==> config.mk <==
export PLATFORM = sky130hd
export DESIGN_NAME = al_controller
export DESIGN_NICKNAME = d
export VERILOG_FILES = /design/src/rtl/al_controller.sv
export SDC_FILE = /design/constraint.sdc
export NUM_CORES = 1
export LEC_CHECK = 0
export CELL_PAD_IN_SITES_DETAIL_PLACEMENT = 1
export CELL_PAD_IN_SITES_GLOBAL_PLACEMENT = 1
export CORE_ASPECT_RATIO = 0.7
export CORE_MARGIN = 2
export CORE_UTILIZATION = 29
export DETAILED_ROUTE_END_ITERATION = 10
export HOLD_SLACK_MARGIN = 0.1
export PLACE_DENSITY = 0.65
export SLEW_MARGIN = 0
export SYNTH_ARGS = -nofsm -noshare
export SYNTH_HDL_FRONTEND = slang
export SYNTH_SLANG_ARGS = --single-unit
==> constraint.sdc <==
create_clock -name clk -period 6.2 [get_ports clk]
set_input_delay 1.24 -clock clk [delete_from_list [all_inputs] [get_ports clk]]
set_output_delay 1.24 -clock clk [all_outputs]
set_load 0.02 [all_outputs]
==> src/rtl/al_controller.sv <==
// Alarm-clock keyboard-entry controller.
// Collects BCD digit keys into an HH:MM buffer, issues one-cycle load strobes
// for the alarm register or the time counter, and abandons an entry or an
// alarm display after TIMEOUT_SECONDS one_second pulses without a key.
//
// state        | meaning
// -------------+-----------------------------------------------------------
// IDLE (0)     | waiting for a first digit or 'S'
// ENTRY (1)    | collecting digits, keyboard buffer is displayed
// LOAD_ALARM(2)| one clk: alarm register loads the buffer
// LOAD_TIME (3)| one clk: time counter loads the buffer
// SHOW_ALARM(4)| display shows the stored alarm time
module al_controller #(
  parameter int unsigned TIMEOUT_SECONDS = 10
) (
  input  logic        clk,
  input  logic        reset,
  input  logic        one_second,
  input  logic [7:0]  key,
  output logic [15:0] out_key_buffer,
  output logic        load_alarm,
  output logic        show_alarm,
  output logic        load_new_time,
  output logic        out_show_keyboard,
  output logic [3:0]  debug_state_out,
  output logic [7:0]  debug_seconds_out
);

  typedef enum logic [3:0] {
    S_IDLE       = 4'd0,
    S_ENTRY      = 4'd1,
    S_LOAD_ALARM = 4'd2,
    S_LOAD_TIME  = 4'd3,
    S_SHOW_ALARM = 4'd4
  } state_t;

  localparam logic [7:0] TIMEOUT_CNT = 8'(TIMEOUT_SECONDS);

  localparam logic [7:0] KEY_A   = 8'h41;
  localparam logic [7:0] KEY_T   = 8'h54;
  localparam logic [7:0] KEY_S   = 8'h53;
  localparam logic [7:0] KEY_ESC = 8'h1B;

  state_t      state_q, state_d;
  logic [15:0] buf_q, buf_d;
  logic [7:0]  seconds_q, seconds_d;

  logic       key_digit, key_a, key_t, key_s, key_esc, key_known;
  logic       buf_valid;
  logic       counting;
  logic [7:0] seconds_inc;
  logic       timeout;

  // Key decode, time validity and timeout detection
  always_comb begin
    key_digit = (key >= 8'h30) && (key <= 8'h39);
    key_a     = (key == KEY_A);
    key_t     = (key == KEY_T);
    key_s     = (key == KEY_S);
    key_esc   = (key == KEY_ESC);
    key_known = key_digit | key_a | key_t | key_s | key_esc;

    // H1 H0 : M1 M0, with hours capped at 23
    buf_valid = (buf_q[15:12] <= 4'd2) &&
                (buf_q[11:8]  <= 4'd9) &&
                ((buf_q[15:12] != 4'd2) || (buf_q[11:8] <= 4'd3)) &&
                (buf_q[7:4]   <= 4'd5) &&
                (buf_q[3:0]   <= 4'd9);

    counting    = (state_q == S_ENTRY) || (state_q == S_SHOW_ALARM);
    seconds_inc = (seconds_q == 8'hFF) ? 8'hFF : seconds_q + 8'd1;
    // A recognised key in the same clk as one_second wins, so no timeout then
    timeout     = counting && one_second && !key_known &&
                  (seconds_inc == TIMEOUT_CNT);
  end

  // Next-state, buffer and inactivity counter
  always_comb begin
    state_d   = state_q;
    buf_d     = buf_q;
    seconds_d = seconds_q;

    if (counting && one_second) seconds_d = seconds_inc;
    if (key_known)              seconds_d = 8'd0;

    case (state_q)
      S_IDLE: begin
        if (key_digit) begin
          buf_d   = {12'h000, key[3:0]};
          state_d = S_ENTRY;
        end else if (key_s) begin
          state_d = S_SHOW_ALARM;
        end
      end
      S_ENTRY: begin
        if (key_digit) begin
          buf_d = {buf_q[11:0], key[3:0]};
        end else if (key_a) begin
          state_d = buf_valid ? S_LOAD_ALARM : S_IDLE;
        end else if (key_t) begin
          state_d = buf_valid ? S_LOAD_TIME : S_IDLE;
        end else if (key_esc || timeout) begin
          state_d = S_IDLE;
        end
      end
      S_LOAD_ALARM, S_LOAD_TIME: begin
        state_d = S_IDLE;
      end
      S_SHOW_ALARM: begin
        if (key_digit) begin
          buf_d   = {12'h000, key[3:0]};
          state_d = S_ENTRY;
        end else if (key_s || key_esc || timeout) begin
          state_d = S_IDLE;
        end
      end
      default: begin
        state_d = S_IDLE;
      end
    endcase

    // Every arrival in IDLE starts the inactivity count afresh
    if (state_d == S_IDLE) seconds_d = 8'd0;
  end

  // State, buffer and counter registers with synchronous reset
  always_ff @(posedge clk) begin
    if (reset) begin
      state_q   <= S_IDLE;
      buf_q     <= 16'h0000;
      seconds_q <= 8'd0;
    end else begin
      state_q   <= state_d;
      buf_q     <= buf_d;
      seconds_q <= seconds_d;
    end
  end

  // Moore outputs decoded from the registered state
  assign out_key_buffer    = buf_q;
  assign load_alarm        = (state_q == S_LOAD_ALARM);
  assign load_new_time     = (state_q == S_LOAD_TIME);
  assign show_alarm        = (state_q == S_SHOW_ALARM);
  assign out_show_keyboard = (state_q == S_ENTRY);
  assign debug_state_out   = state_q;
  assign debug_seconds_out = seconds_q;

endmodule

# Yosys cells after proc, flatten, opt, wreduce, memory -nomap -nowiden
# Index checks and enable logic that the tools add are counted.
# word_totals
regBits	28
in_bits	11
# classes
add_sub_neg	1
n_lt_le_gt_ge	7
n_eq_ne	13
n_mux	15
bitwise_logic	4
n_reduce_logical	20
# ops
operator	count
$mux 16	2
$mux 4	8
$pmux 16 s2	1
$eq 8x7->1 const B	3
$pmux 4 s3	1
$add 8x1->8 const B	1
$eq 4x2->1 const B	2
$eq 8x4->1 const B	1
$eq 8x5->1 const B	1
$eq 8x8->1 const B	1
$ge 8x6->1 const B	1
$le 4x2->1 const B	2
$le 4x4->1 const B	2
$le 8x6->1 const B	1
$logic_and 1x1->1	8
$logic_not 4->1	2
$mux 8	1
$logic_or 1x1->1	5
$eq 4x1->1 const B	1
$eq 4x3->1 const B	1
$le 4x3->1 const B	1
$mux 2	2
$ne 2x1->1 const B	2
$ne 4x2->1 const B	1
6 further kinds	9

# Depth between registers and ports, before layout
# depth
depth_word	17
depth_mapped	8
depth_no_buf	7

# Worst setup path after synthesis
# OpenSTA, ideal clock, no wires.
# synth_path
kind	input -> register
startpoint	in key[7]
endpoint	reg seconds_q[0] (netlist: debug_seconds_out[0])
t_arrival_ns	3.020
required_time_ns	6.061
path_slack_ns	3.040
path_stages	7
n_path_buf	1
cell_sequence	or2_1 -> buf_2 -> or4_1 -> a41o_1 -> a21o_1 -> a2111oi_4 -> nor3_1
# synth_between
elab_chain_len	17
elab_cells_between_ends	28
cone_classes	order compare: 2; eq/ne: 4; mux: 9; bitwise: 4; reduce/logical: 9
# synth_lines
item	line_no	text
start: declaration	19	input logic [7:0] key,
$ge 8x6->1 or $le 8x6->1 (tied branches)	56	key_digit = (key >= 8'h30) && (key <= 8'h39);
$logic_and 1x1->1	56	
$or 1x1->1 (4 in series)	61	key_known = key_digit | key_a | key_t | key_s | key_esc;
$logic_not 1->1	73	timeout = counting && one_second && !key_known &&
$logic_and 1x1->1 (2 in series)	73	
$logic_or 1x1->1	102	end else if (key_esc || timeout) begin
$mux 4	102	
$mux 4	100	end else if (key_t) begin
$mux 4	98	end else if (key_a) begin
$mux 4	96	if (key_digit) begin
$pmux 4 s3	86	case (state_q)
$logic_not 4->1	123	if (state_d == S_IDLE) seconds_d = 8'd0;
$reduce_or 3->1 (no line) (*)	-	
end signal: assignment	135	seconds_q <= seconds_d;
end: declaration	46	logic [7:0] seconds_q, seconds_d;
# Mark *: on every way between the ends. The rest lies on a longest branch, timed or not.
# A chain may end at the register's enable or synchronous reset.

# Worst setup path in the final report
# layout_path
startpoint	reg state_q[0] (netlist: debug_state_out[0])
endpoint	out out_show_keyboard
# layout_between
elab_chain_len	1
# layout_lines
item	line_no	text
start: declaration	44	state_t state_q, state_d;
start signal: assignment	133	state_q <= state_d;
$eq 4x1->1	144	assign out_show_keyboard = (state_q == S_ENTRY);
end: declaration	24	output logic out_show_keyboard,
# No other way between the ends.

==> Flow_metrics.wiki <==
{| class="wikitable"
! Metric !! Value
|-
| #FFs+latches synth || 28
|-
| Post-CTS setup buffer count || 0
|-
| Crit path depth || 2
|-
| Clock latency on the worst-skew pair || 0.28 ns
|-
| Number of buffer and inverter instances along the worst setup path || 1
|-
| Slew at the pin closest to its max-slew limit || between 1 and 1.5 ns
|-
| Height of the die || about 64 microns
|-
| Total count of max-transition violations in the final report || 0
|-
| Hold-fix buffers at CTS || 0
|-
| Placed cell area || between 1500 and 2000 sq um
|-
| Run status || complete, no violations
|-
| Accumulated negative setup slack || 0 ns
|-
| Signed area change from the synthesized netlist to the final layout || 35.1%
|-
| Final ANT Viol Nets || 0
|-
| Global-route wire length before repair || ~7.7 mm
|-
| Number of cell instances on the worst register-to-register path || 7
|-
| Leakage power of the design || 0.653 nW
|-
| # rows || 21
|-
| Fraction of the yosys area taken by sequential cells || 38.0%
|-
| Post-route core utilization || between 40% and 50%
|-
| Maximum number of pins on one net before global-route repair || 21
|-
| DR iter-0 viols || 120
|-
| Final routed wire length divided by cell count || 16.2 microns
|-
| Leading area contributor after synthesis || dfxtp_1
|-
| Number of buffers created by CTS || 3
|-
| Clock tree root driver cell || clkbuf_8
|-
| Synth async-reset ratio || 0%
|-
| Number of distinct library cells after synthesis || 48
|-
| Setup Viol. Count Final || 0
|-
| Post-synthesis instance area || 1480 sq um
|-
| Critical setup path kind || flip-flop to primary output
|-
| Number of port buffers || between 40 and 50
|-
| Total Die Area || approximately 5700 sq um
|-
| Clock tree from TritonCTS || done
|-
| EDFF count, synth || 0
|-
| Global-route usage over all layers || 17.4%
|-
| Width of the die || around 89 microns
|-
| Fraction of the cycle the final worst path needs || around 56%
|-
| Data required time of the worst path || 4.96 ns
|-
| Number of I/O pins || between 40 and 50
|-
| Share of Yosys cell area claimed by the top area cell type || a little under two fifths
|-
| Critical path endpoint category || primary output
|-
| Clock transition time at the flip-flop clock pins of the worst setup and hold paths || 0.10 ns
|-
| Warnings, synthesis || 0
|-
| H-tree level count || 1
|-
| Worst-case vdd ir drop || 85.4 uV
|-
| Dpl ws || between 2 and 2.5 ns
|-
| Final Hold Violating Endpoints || 0
|-
| Post-route DRC || 0
|-
| Type of the most critical hold path || flip-flop to flip-flop
|-
| Crit path cell chain || nor4b_1, clkdlybuf4s50_1
|-
| Worst Hold Path Cells || 2
|-
| Core Footprint || 4830 sq um
|-
| Avg Inst Size Synth || roughly 8.1 sq um
|-
| Top cells by area in the synthesized netlist || dfxtp_1 38%, nand2_1 6.6%, a21oi_1 6.4%
|-
| Total number of vias || 1522
|-
| Wire length reported by the detailed router || 4.64 mm
|-
| Post-synthesis net count || roughly 190
|-
| Antenna diode count || 0
|-
| Cells after DPL || 282
|-
| CTS max path bufs || 2
|-
| Via/cell ratio || 5.32
|-
| Most numerous cell in the Yosys netlist || dfxtp_1
|-
| Primary FF master, synth || dfxtp_1
|-
| Via count of the first global-routing pass || 1492
|-
| Number of nets in the finished design || 230
|-
| Critical path arrival || 2.24 ns
|-
| Ranking of synthesized cells by instance count || 28 x dfxtp_1, 26 x nand2_1, 19 x a21oi_1
|-
| Unrepaired setup endpoints after global routing || no
|-
| Final Cell Area || 1990 sq um
|-
| Cell type of the slowest stage on the worst timing path || clkdlybuf4s50_1
|-
| Dominant delay contributor by cell family on the critical path || buffers and inverters
|-
| Peak fanout along the critical path || 7
|-
| CTS resizes || 0
|-
| Number of max-cap violations || 0
|-
| DP Wirelength || 3.53 mm
|-
| Relative slew margins || 20.2%
|-
| GPL Wtd Cong || 0.844
|-
| Max Clock Skew || around 0.0037 ns
|-
| Synth Instances || ~180
|-
| Antenna violations before repair || 0
|-
| Number of filler cells placed in the layout || 604
|-
| Initial core utilization || 30.5%
|-
| Max Clock Freq || 287 MHz
|-
| Grt total ovfl || 0
|-
| Sequential Area || 561 sq um
|-
| First-pass iteration count of the detailed router || 4
|-
| Area occupied by multi-input gates || 871 sq um
|-
| Share of layout cells above drive strength 1 || 4.15%
|-
| Slowest cell delay on critical path || 0.75 ns
|-
| Sink count of the clock tree || 28
|-
| Fin cells || 286
|-
| Power density relative to cell area || 161 nW/um^2
|-
| Minimum clock period after layout || roughly 3.5 ns
|-
| Startpoint class of the critical path || flip-flop
|-
| Fin worst setup slack || 2.72 ns
|}
sequential cells by signal, indices dropped and copies added, names as in the netlist:
| signal | cells |
|---|---|
| debug_seconds_out | 8 |
| out_key_buffer | 16 |
| debug_state_out | 4 |
per-layer routing:
metal  part of all wire [%]  global-route usage, %
met3                    3.3                   3.28
met2                     42                   24.2
met4                   0.62                   3.92
met5                      0                      0
met1                     54                   27.3
cell type report:
class	count	share of cell area, %
flip-flops and latches	28	28.1
well taps	69	4.33
repair buffers	42	21.1
multi-input cells	143	43.7
clock buffers	4	2.76
where the power goes:
group	internal, mW	switching [mW]	total (mW)
Clock	0.0570	0.0604	0.117
Combinational	0.0101	0.0126	0.0227
Sequential	0.180	0.000989	0.181
Total	0.248	0.0741	0.322
worst paths after layout:
kind                           to                  from  slack, ns
min reg2reg     out_key_buffer[8]     out_key_buffer[8]       0.49
max             out_show_keyboard    debug_state_out[0]       2.72
min             out_key_buffer[8]     out_key_buffer[8]       0.49
max reg2reg  debug_seconds_out[5]  debug_seconds_out[0]       3.69
per-stage QoR:
stage	power (mW)	hold slack, ns
detailed placement	0.208	0.467
floorplan	0.196	0.542
finish	0.322	0.487
global placement	0.208	0.458
CTS	0.324	0.481
global route	0.335	0.511
cells in the final DEF, fill, tap and decap left out, types with 2 or more instances in the layout:
cell	n
o211ai_1	2
xor2_1	2
mux2i_1	4
and3_1	3
nand2_1	26
or3_1	2
nand3_1	16
and2_1	2
or4_1	2
nand2b_1	2
nand4_1	4
o21ai_0	4
dfxtp_1	28
nor4_1	2
o22ai_1	4
nor2b_1	3
xnor2_1	2
a21oi_1	19
nor4b_1	4
nor2_1	2
clkbuf_8	4
nor3_1	13
clkdlybuf4s50_1	42
and4_1	2
worst min-delay path, stage by stage (launching register included):
cell and delay (ns):
dfxtp_1 0.33, nand2_1 0.06, a21oi_1 0.06
cells by family after synthesis:
logic type,share of synthesized area [%]
simple gates,34.2
compound gates,18.7
flops,38.0
buf+inv,2.97
xor+xnor,2.38
mux,2.71
fa+ha+maj,0.848
other cells,0.254
Note: power is estimated with default switching activity, not from simulation.
